`src/rtl/ctrl_pipeline_if.sv`:
```
// ctrl_pipeline_if: decode inputs, stall/flush controls and per-stage control outputs
interface ctrl_pipeline_if #(
   parameter int ALUOP_W = 3,
   parameter int CNT_W   = 8
);
   logic [5:0]         op_d;
   logic               valid_d, stall_e, flush_e;
   logic               jump_d, branch_d, bne_d, illegal_d;
   logic               regwrite_e, regdst_e, alusrc_e, memwrite_e, memtoreg_e, link_e, valid_e;
   logic [ALUOP_W-1:0] aluop_e;
   logic               regwrite_m, memwrite_m, memtoreg_m, link_m, valid_m;
   logic               regwrite_w, memtoreg_w, link_w, valid_w;
   logic [CNT_W-1:0]   ill_cnt;
   modport master (
      output op_d, valid_d, stall_e, flush_e,
      input  jump_d, branch_d, bne_d, illegal_d,
      input  regwrite_e, regdst_e, alusrc_e, memwrite_e, memtoreg_e, link_e, valid_e, aluop_e,
      input  regwrite_m, memwrite_m, memtoreg_m, link_m, valid_m,
      input  regwrite_w, memtoreg_w, link_w, valid_w, ill_cnt
   );
   modport slave (
      input  op_d, valid_d, stall_e, flush_e,
      output jump_d, branch_d, bne_d, illegal_d,
      output regwrite_e, regdst_e, alusrc_e, memwrite_e, memtoreg_e, link_e, valid_e, aluop_e,
      output regwrite_m, memwrite_m, memtoreg_m, link_m, valid_m,
      output regwrite_w, memtoreg_w, link_w, valid_w, ill_cnt
   );
endinterface

```
`src/rtl/ctrl_pipeline.sv`:
```
// ctrl_pipeline: opcode decode plus E/M/W control pipeline with stall, flush and illegal-opcode counting
module ctrl_pipeline #(
   parameter int ALUOP_W = 3,
   parameter int EXT_EN  = 1,
   parameter int CNT_W   = 8
) (
   input logic            clk,
   input logic            rst,
   ctrl_pipeline_if.slave bus
);
   typedef struct packed {
      logic regwrite, regdst, alusrc, branch, bne, memwrite, memtoreg, jump, link;
      logic [2:0] aluop;
   } dec_t;
   typedef struct packed {
      logic regwrite, regdst, alusrc, memwrite, memtoreg, link, valid;
      logic [ALUOP_W-1:0] aluop;
   } e_t;
   typedef struct packed {
      logic regwrite, memwrite, memtoreg, link, valid;
   } m_t;
   typedef struct packed {
      logic regwrite, memtoreg, link, valid;
   } w_t;
   dec_t             dec;
   logic             legal, ext, cap;
   e_t               e_new, e_d, e_q;
   m_t               m_d, m_q;
   w_t               w_d, w_q;
   logic [CNT_W-1:0] cnt_d, cnt_q;

   // opcode table; extended opcodes decode as illegal when EXT_EN is 0
   always_comb begin
      dec   = '0;
      legal = 1'b1;
      ext   = 1'b0;
      case (bus.op_d)
         6'b000000: dec = 12'b110000000_010;
         6'b100011: dec = 12'b101000100_000;
         6'b101011: dec = 12'b001001000_000;
         6'b000100: dec = 12'b000100000_001;
         6'b001000: dec = 12'b101000000_000;
         6'b000010: dec = 12'b000000010_000;
         6'b000101: begin dec = 12'b000110000_001; ext = 1'b1; end
         6'b001100: begin dec = 12'b101000000_011; ext = 1'b1; end
         6'b001101: begin dec = 12'b101000000_100; ext = 1'b1; end
         6'b001010: begin dec = 12'b101000000_101; ext = 1'b1; end
         6'b001111: begin dec = 12'b101000000_110; ext = 1'b1; end
         6'b000011: begin dec = 12'b100000011_000; ext = 1'b1; end
         default:   legal = 1'b0;
      endcase
      if (ext && EXT_EN == 0) begin
         dec   = '0;
         legal = 1'b0;
      end
   end

   assign bus.illegal_d = bus.valid_d & ~legal;
   assign bus.jump_d    = bus.valid_d & dec.jump;
   assign bus.branch_d  = bus.valid_d & dec.branch;
   assign bus.bne_d     = bus.valid_d & dec.bne;
   assign cap           = bus.valid_d & legal;

   // next state: flush beats stall for E; a stall without flush bubbles M; W always follows M
   always_comb begin
      e_new = {dec.regwrite, dec.regdst, dec.alusrc, dec.memwrite, dec.memtoreg, dec.link, 1'b1, ALUOP_W'(dec.aluop)};
      e_d   = bus.flush_e ? '0 : (bus.stall_e ? e_q : (cap ? e_new : '0));
      m_d   = '0;
      if (!(bus.stall_e && !bus.flush_e))
         m_d = {e_q.regwrite, e_q.memwrite, e_q.memtoreg, e_q.link, e_q.valid};
      w_d   = {m_q.regwrite, m_q.memtoreg, m_q.link, m_q.valid};
      cnt_d = (bus.illegal_d && !bus.stall_e && !bus.flush_e && cnt_q != '1) ? cnt_q + CNT_W'(1) : cnt_q;
   end

   // stage registers and illegal counter; reset overrides stall and flush
   always_ff @(posedge clk) begin
      if (rst) begin
         e_q   <= '0;
         m_q   <= '0;
         w_q   <= '0;
         cnt_q <= '0;
      end else begin
         e_q   <= e_d;
         m_q   <= m_d;
         w_q   <= w_d;
         cnt_q <= cnt_d;
      end
   end

   assign bus.regwrite_e = e_q.regwrite & e_q.valid;
   assign bus.regdst_e   = e_q.regdst & e_q.valid;
   assign bus.alusrc_e   = e_q.alusrc & e_q.valid;
   assign bus.memwrite_e = e_q.memwrite & e_q.valid;
   assign bus.memtoreg_e = e_q.memtoreg & e_q.valid;
   assign bus.link_e     = e_q.link & e_q.valid;
   assign bus.valid_e    = e_q.valid;
   assign bus.aluop_e    = e_q.aluop & {ALUOP_W{e_q.valid}};
   assign bus.regwrite_m = m_q.regwrite & m_q.valid;
   assign bus.memwrite_m = m_q.memwrite & m_q.valid;
   assign bus.memtoreg_m = m_q.memtoreg & m_q.valid;
   assign bus.link_m     = m_q.link & m_q.valid;
   assign bus.valid_m    = m_q.valid;
   assign bus.regwrite_w = w_q.regwrite & w_q.valid;
   assign bus.memtoreg_w = w_q.memtoreg & w_q.valid;
   assign bus.link_w     = w_q.link & w_q.valid;
   assign bus.valid_w    = w_q.valid;
   assign bus.ill_cnt    = cnt_q;
endmodule

```
`src/flat_wrapper.sv`:
```
// flat-port wrapper written by rule: the top's interface ports become plain ports
module ctrl_pipeline_flat 
#(
   parameter int ALUOP_W = 3,
   parameter int EXT_EN  = 1,
   parameter int CNT_W   = 8
)
  (clk, rst, bus_op_d, bus_valid_d, bus_stall_e, bus_flush_e, bus_jump_d, bus_branch_d, bus_bne_d, bus_illegal_d, bus_regwrite_e, bus_regdst_e, bus_alusrc_e, bus_memwrite_e, bus_memtoreg_e, bus_link_e, bus_valid_e, bus_aluop_e, bus_regwrite_m, bus_memwrite_m, bus_memtoreg_m, bus_link_m, bus_valid_m, bus_regwrite_w, bus_memtoreg_w, bus_link_w, bus_valid_w, bus_ill_cnt);
  ctrl_pipeline_if #(.ALUOP_W(ALUOP_W), .CNT_W(CNT_W)) bus_i ();
  input logic clk;
  input logic rst;
  input wire logic [$bits(bus_i.op_d)-1:0] bus_op_d;
  input wire logic [$bits(bus_i.valid_d)-1:0] bus_valid_d;
  input wire logic [$bits(bus_i.stall_e)-1:0] bus_stall_e;
  input wire logic [$bits(bus_i.flush_e)-1:0] bus_flush_e;
  output wire logic [$bits(bus_i.jump_d)-1:0] bus_jump_d;
  output wire logic [$bits(bus_i.branch_d)-1:0] bus_branch_d;
  output wire logic [$bits(bus_i.bne_d)-1:0] bus_bne_d;
  output wire logic [$bits(bus_i.illegal_d)-1:0] bus_illegal_d;
  output wire logic [$bits(bus_i.regwrite_e)-1:0] bus_regwrite_e;
  output wire logic [$bits(bus_i.regdst_e)-1:0] bus_regdst_e;
  output wire logic [$bits(bus_i.alusrc_e)-1:0] bus_alusrc_e;
  output wire logic [$bits(bus_i.memwrite_e)-1:0] bus_memwrite_e;
  output wire logic [$bits(bus_i.memtoreg_e)-1:0] bus_memtoreg_e;
  output wire logic [$bits(bus_i.link_e)-1:0] bus_link_e;
  output wire logic [$bits(bus_i.valid_e)-1:0] bus_valid_e;
  output wire logic [$bits(bus_i.aluop_e)-1:0] bus_aluop_e;
  output wire logic [$bits(bus_i.regwrite_m)-1:0] bus_regwrite_m;
  output wire logic [$bits(bus_i.memwrite_m)-1:0] bus_memwrite_m;
  output wire logic [$bits(bus_i.memtoreg_m)-1:0] bus_memtoreg_m;
  output wire logic [$bits(bus_i.link_m)-1:0] bus_link_m;
  output wire logic [$bits(bus_i.valid_m)-1:0] bus_valid_m;
  output wire logic [$bits(bus_i.regwrite_w)-1:0] bus_regwrite_w;
  output wire logic [$bits(bus_i.memtoreg_w)-1:0] bus_memtoreg_w;
  output wire logic [$bits(bus_i.link_w)-1:0] bus_link_w;
  output wire logic [$bits(bus_i.valid_w)-1:0] bus_valid_w;
  output wire logic [$bits(bus_i.ill_cnt)-1:0] bus_ill_cnt;
  assign bus_i.op_d = bus_op_d;
  assign bus_i.valid_d = bus_valid_d;
  assign bus_i.stall_e = bus_stall_e;
  assign bus_i.flush_e = bus_flush_e;
  assign bus_jump_d = bus_i.jump_d;
  assign bus_branch_d = bus_i.branch_d;
  assign bus_bne_d = bus_i.bne_d;
  assign bus_illegal_d = bus_i.illegal_d;
  assign bus_regwrite_e = bus_i.regwrite_e;
  assign bus_regdst_e = bus_i.regdst_e;
  assign bus_alusrc_e = bus_i.alusrc_e;
  assign bus_memwrite_e = bus_i.memwrite_e;
  assign bus_memtoreg_e = bus_i.memtoreg_e;
  assign bus_link_e = bus_i.link_e;
  assign bus_valid_e = bus_i.valid_e;
  assign bus_aluop_e = bus_i.aluop_e;
  assign bus_regwrite_m = bus_i.regwrite_m;
  assign bus_memwrite_m = bus_i.memwrite_m;
  assign bus_memtoreg_m = bus_i.memtoreg_m;
  assign bus_link_m = bus_i.link_m;
  assign bus_valid_m = bus_i.valid_m;
  assign bus_regwrite_w = bus_i.regwrite_w;
  assign bus_memtoreg_w = bus_i.memtoreg_w;
  assign bus_link_w = bus_i.link_w;
  assign bus_valid_w = bus_i.valid_w;
  assign bus_ill_cnt = bus_i.ill_cnt;
  ctrl_pipeline #(.ALUOP_W(ALUOP_W), .EXT_EN(EXT_EN), .CNT_W(CNT_W)) u_core (.clk(clk), .rst(rst), .bus(bus_i));
endmodule
```
`config.mk`:
```
export PLATFORM = sky130hd
export DESIGN_NAME = ctrl_pipeline_flat
export DESIGN_NICKNAME = d
export VERILOG_FILES = /design/src/rtl/ctrl_pipeline_if.sv /design/src/rtl/ctrl_pipeline.sv /design/src/flat_wrapper.sv
export SDC_FILE = /design/constraint.sdc
export NUM_CORES = 1
export LEC_CHECK = 0
export BUFFER_PORTS_ARGS = -buffer_cell sky130_fd_sc_hd__buf_2
export CAP_MARGIN = 20
export CORE_MARGIN = 3
export CORE_UTILIZATION = 45
export CTS_CLUSTER_SIZE = 16
export DETAILED_ROUTE_END_ITERATION = 10
export GPL_TIMING_DRIVEN = 0
export PLACE_DENSITY_LB_ADDON = 0.15
export SLEW_MARGIN = 20
export SYNTH_ARGS = -nofsm -noshare
export SYNTH_HDL_FRONTEND = slang
export SYNTH_SLANG_ARGS = --single-unit
```
`constraint.sdc`:
```
create_clock -name clk -period 1.7 [get_ports clk]
set_clock_uncertainty 0.15 [all_clocks]
set_input_delay 0.34 -clock clk [delete_from_list [all_inputs] [get_ports clk]]
set_output_delay 0.34 -clock clk [all_outputs]
set_load 0.02 [all_outputs]
```
* After elaboration in Yosys (flattened, before gate mapping)
Cells that the tools add are included.
Operators by class: equality and inequality tests 12, add/subtract/negate cells 1, multiplexer cells 3, bitwise operators 20, reductions and logical operators 10
Operators with widths (count):
- $pmux W12 S12 | 1
- $eq A6 B4 Y1 const B | 5
- $and A1 B1 Y1 | 18
- $eq A6 B2 Y1 const B | 2
- $eq A6 B3 Y1 const B | 2
- $eq A6 B6 Y1 const B | 2
- $reduce_or A12 Y1 | 1
- $mux W10 | 1
- $add A8 B1 Y8 const B | 1
- $ne A8 B8 Y1 const B | 1
- $logic_not A6 Y1 | 1
- $logic_and A1 B1 Y1 | 4
- $reduce_or A2 Y1 | 2
- $and A3 B3 Y3 | 1
- $logic_not A1 Y1 | 2
- $mux W1 | 1
- $not A1 Y1 | 1
Storage, ports and cells: output and inout port bits 31, register bits after elaboration 27

* Depth between registers and ports, before layout
depth after elaboration 8, gate-level depth with buffers 6, mapped depth without buffers 5

* Least setup slack after synthesis
OpenSTA, ideal clock, no wires.
kind in2out, start point input port bus_op_d[5], end point output port bus_bne_d, buffers on the path 0, data arrival time 1756 ps, stages 5, required time 1210 ps, slack -546 ps, path through and2b_4 mux2i_4 o21ai_0 nand2_1 nor4_1
On the way: word-level cells in the longest chain between the ends 3
RTL lines:
- start, declared | RTL line flat_wrapper.sv:12 | input wire logic [$bits(bus_i.op_d)-1:0] bus_op_d;
- $eq A6 B2 Y1, or another cell as far along
- $pmux W12 S12 * | RTL line ctrl_pipeline.sv:37 | case (bus.op_d)
- $and A1 B1 Y1 * | RTL line ctrl_pipeline.sv:61 | assign bus.bne_d = bus.valid_d & dec.bne;
- end, declared | RTL line flat_wrapper.sv:18 | output wire logic [$bits(bus_i.bne_d)-1:0] bus_bne_d;
Mark *: on every way between the ends. The rest lies on a longest branch, timed or not.

* Worst setup path in the final report
start point input port bus_op_d[5], end point output port bus_jump_d
On the way: word-level cells in the longest chain between the ends 3
RTL lines:
- $eq A6 B2 Y1, or another cell as far along
- $pmux W12 S12 * | RTL line ctrl_pipeline.sv:37
- $and A1 B1 Y1 * | RTL line ctrl_pipeline.sv:59 | assign bus.jump_d = bus.valid_d & dec.jump;
- end, declared | RTL line flat_wrapper.sv:16 | output wire logic [$bits(bus_i.jump_d)-1:0] bus_jump_d;
Marked as above.

==> key figures <==
Global routing
  • Wire length of the first global-routing pass: 5380 µm
  • Largest net degree at the start of global routing: 17
  • Total gr overflow: 0
  • Initial antenna violation count: 0
  • GRT Util Overall: 18.9%
  • Number of global-route vias before repair: 1,300

Logic synthesis
  • Netlist Area Pre-Place: 1390 µm²
  • Synth area leader: dfxtp_1
  • Seq/Total Area, Yosys: 38.8%
  • Asr flop ratio synth: 0%
  • Mapped Avg Cell Area: 8.54 µm²
  • Cells after synthesis: 163
  • Number of synthesized flops with an enable pin: 0
  • Synth warn: 0
  • Synthesis-stage register bit count: 27
  • Net Count, Synth: 175
  • Largest cells by area after synthesis: dfxtp_1 39%, and2_1 10%, nor2_1 4.6%, a21oi_1 4.3%, o21ai_0 2.9%
  • Synth Flop Type: dfxtp_1
  • Synth unique cells: 38
  • Post-synth top area share: 38.8%

Power
  • Internal power: 795 µW
  • Sw Ratio: 27.6%
  • Total power: 1100 µW
  • Clock power share: 26.4%
  • Cell area power density: 607 nW/µm²
  • Seq pwr share: 58.3%
  • P_sw: 302 µW
  • Pleak: 0.000791 µW
  • Comb power frac: 15.3%
  • Max VDD drop: 0.374 mV

Setup path
  • Crit Path Max Fanout: 5
  • Most frequent CP cell: buf_6
  • Worst R2R Path Depth: 5
  • CP Launch Type: input port
  • CP arrival: 1.47 ns
  • Worst setup EP type: primary output
  • R2r setup slk: 0.08 ns
  • Critical Path Start: bus_op_d[5]
  • Crit path kind: input port to primary output
  • Crit-path max cell delay: 0.20 ns
  • FF-to-FF Start: u_core.bus.ill_cnt[0]
  • Worst R2R End: u_core.bus.ill_cnt[2]
  • Slowest-stage cell, CP: and2b_4
  • Critical Path RT: 1.21 ns
  • Crit-path cells: buf_8, and2b_4, mux2i_4, o21ai_2, nand2_2, buf_6, nor2_2, buf_6

Route
  • Residual DRC count: 0
  • Wirelength per Cell: 13.6 µm
  • Via/cell ratio: 5.49
  • Routed Antenna Nets: 0
  • Routed wire length: 3330 µm
  • Initial DRT Pass Iterations: 4
  • Initial DRC Count: 57
  • Vias: 1,339

Worst hold path
  • Worst Hold Launch: rst
  • HP Class: input port to register
  • Hold Path End: u_core.w_q[2]
  • Worst hold stages: 2

STA
  • Final worst slack: -0.265 ns
  • Hold Violations, Final: 0
  • Slew HR: 72.2%
  • Worst slew pin tran: 0.417 ns
  • Tmin final: 1.96 ns
  • Fmax: 509 MHz
  • Tcrit/Tclk final: 116%
  • RSZ-0062 raised after global routing: yes
  • Count of pins over their slew limit: 0
  • Setup Viol. Count Final: 4

Flow run
  • Max_cap viols: 0

Floorplan
  • Std-Cell Core Area: 2850 µm²
  • Top Ports: 42
  • DIE WIDTH: 61.6 µm
  • FP Rows: 19
  • Starting density of the core: 48.8%
  • Full die area: 3800 µm²
  • Die Span Y: 61.6 µm

Final layout
  • Layout cells sized above 1: 35.2%
  • Most common cell after layout, fill and taps aside: buf_2
  • Syn-to-layout area delta: 30.0%
  • Nets: 226
  • Most frequent cells in the layout: 34 x buf_2, 24 x dfxtp_1, 23 x and2_1
  • Design Area, Final: 1810 µm²
  • Multi-input logic area: 865 µm²
  • Final Non-Filler Cells: 244
  • Register Area: 544 µm²
  • Antenna Diode Count: 0
  • Filler cell count: 267

Clocking
  • Clock Sinks: 27
  • CTS buffer count: 3
  • Clock transition at the registers of the reported paths: 0.15 ns
  • H-tree levels: 1
  • Clk Latency, worst-skew pair: 0.33 ns
  • Hold Buf Count CTS: 0
  • Clock Path Buffers: 2
  • Root Buffer Master: clkbuf_4
  • CTS tree: built

Placed design
  • Post-DP HPWL: 2450 µm
  • GPL Wtd Cong: 0.818
  • Cell Area, Placed: 1670 µm²
  • PortBufs: 40
  • Cells after DPL: 234

Run status
  • Outcome: finished, violations left
  • Failing checks: setup timing
[registers in the layout, indices dropped and copies added (netlist names)]
register / flops
u_core.bus.ill_cnt: 8
u_core.bus.valid_e: 1
u_core.bus.valid_m: 1
u_core.bus.valid_w: 1
u_core.e_q: 9
u_core.m_q: 4
u_core.w_q: 3
[power groups by stage]
stage	clock network (µW)	logic, µW	registers (µW)
4_1_cts	298	163	639
6_report	290	168	639
3_3_place_gp	0	140	652
5_1_grt	323	183	640
2_1_floorplan	0	94.6	654
3_5_place_dp	0	142	652
[worst max-delay path by stage]
stage	depth (start not counted)	end
detailed placement	7	bus_bne_d
finish	8	bus_jump_d
CTS	7	bus_bne_d
global route	8	bus_jump_d
global placement	7	bus_bne_d
floorplan	5	bus_bne_d
[kinds of logic after synthesis]
kind of cell,after synthesis,synth area share [%]
simple gates,83,32.6
compound gates,38,21.1
flops,27,38.8
buf+inv,10,2.79
mux,3,3.15
xor+xnor,1,0.630
fa+ha+maj,1,0.899
[through the flow]
stage / setup WS (ns) / setup TNS, ns / util, % / hold WS [ns]
floorplan: -0.0954 / -0.328 / - / 0.262
CTS: -0.309 / -0.976 / 62.5 / 0.0696
finish: -0.265 / -0.859 / 63.4 / 0.0726
global route: -0.309 / -1.12 / 63.4 / 0.0752
global placement: -0.389 / -4.53 / 58.5 / 0.290
detailed placement: -0.413 / -5.09 / 58.5 / 0.298
[what timing repair did]
item / in CTS / in global routing
pin swaps: 3 / 5
buffers inserted: 7 / 0
setup endpoints to repair: 13 / 9
resized for setup: 13 / 8
[cells in the mapped netlist (all sizes together) (3+ instances only)]
| master | number |
|---|---|
| a32oi | 4 |
| nand2b | 4 |
| clkbuf | 4 |
| dfxtp | 27 |
| a21oi | 12 |
| nor3 | 6 |
| nand3 | 6 |
| nand2 | 8 |
| and2 | 23 |
| or2 | 3 |
| nor2 | 17 |
| or3 | 4 |
| inv | 4 |
| nor2b | 5 |
| a22oi | 3 |
| o21ai | 9 |
[routing by layer]
metal | up-vias | wire, µm | track usage (%)
met4 | 0 | 66 | 7.27
met5 | - | 0 | 0
met1 | 618 | 1380 | 21.0
met3 | 6 | 149 | 3.56
met2 | 38 | 1720 | 35.0
li1 | 677 | - | -
[final cells by class]
| cell class | count | area share (%) |
|---|---|---|
| Multi-Input combinational cell | 126 | 47.8 |
| Sequential cell | 27 | 30.1 |
| Timing Repair Buffer | 47 | 16.4 |
| Tap cell | 31 | 2.14 |
| Clock buffer | 3 | 1.24 |
| Buffer | 5 | 1.11 |
| Inverter | 4 | 0.830 |
| Clock inverter | 1 | 0.415 |
[worst max-delay path: cells and delay by family]
kind / cells / cell delay [ns]
simple gates: 3 / 0.45
buf+inv: 3 / 0.36
mux: 1 / 0.19
compound gates: 1 / 0.14
(Power assumes the default switching activity.)
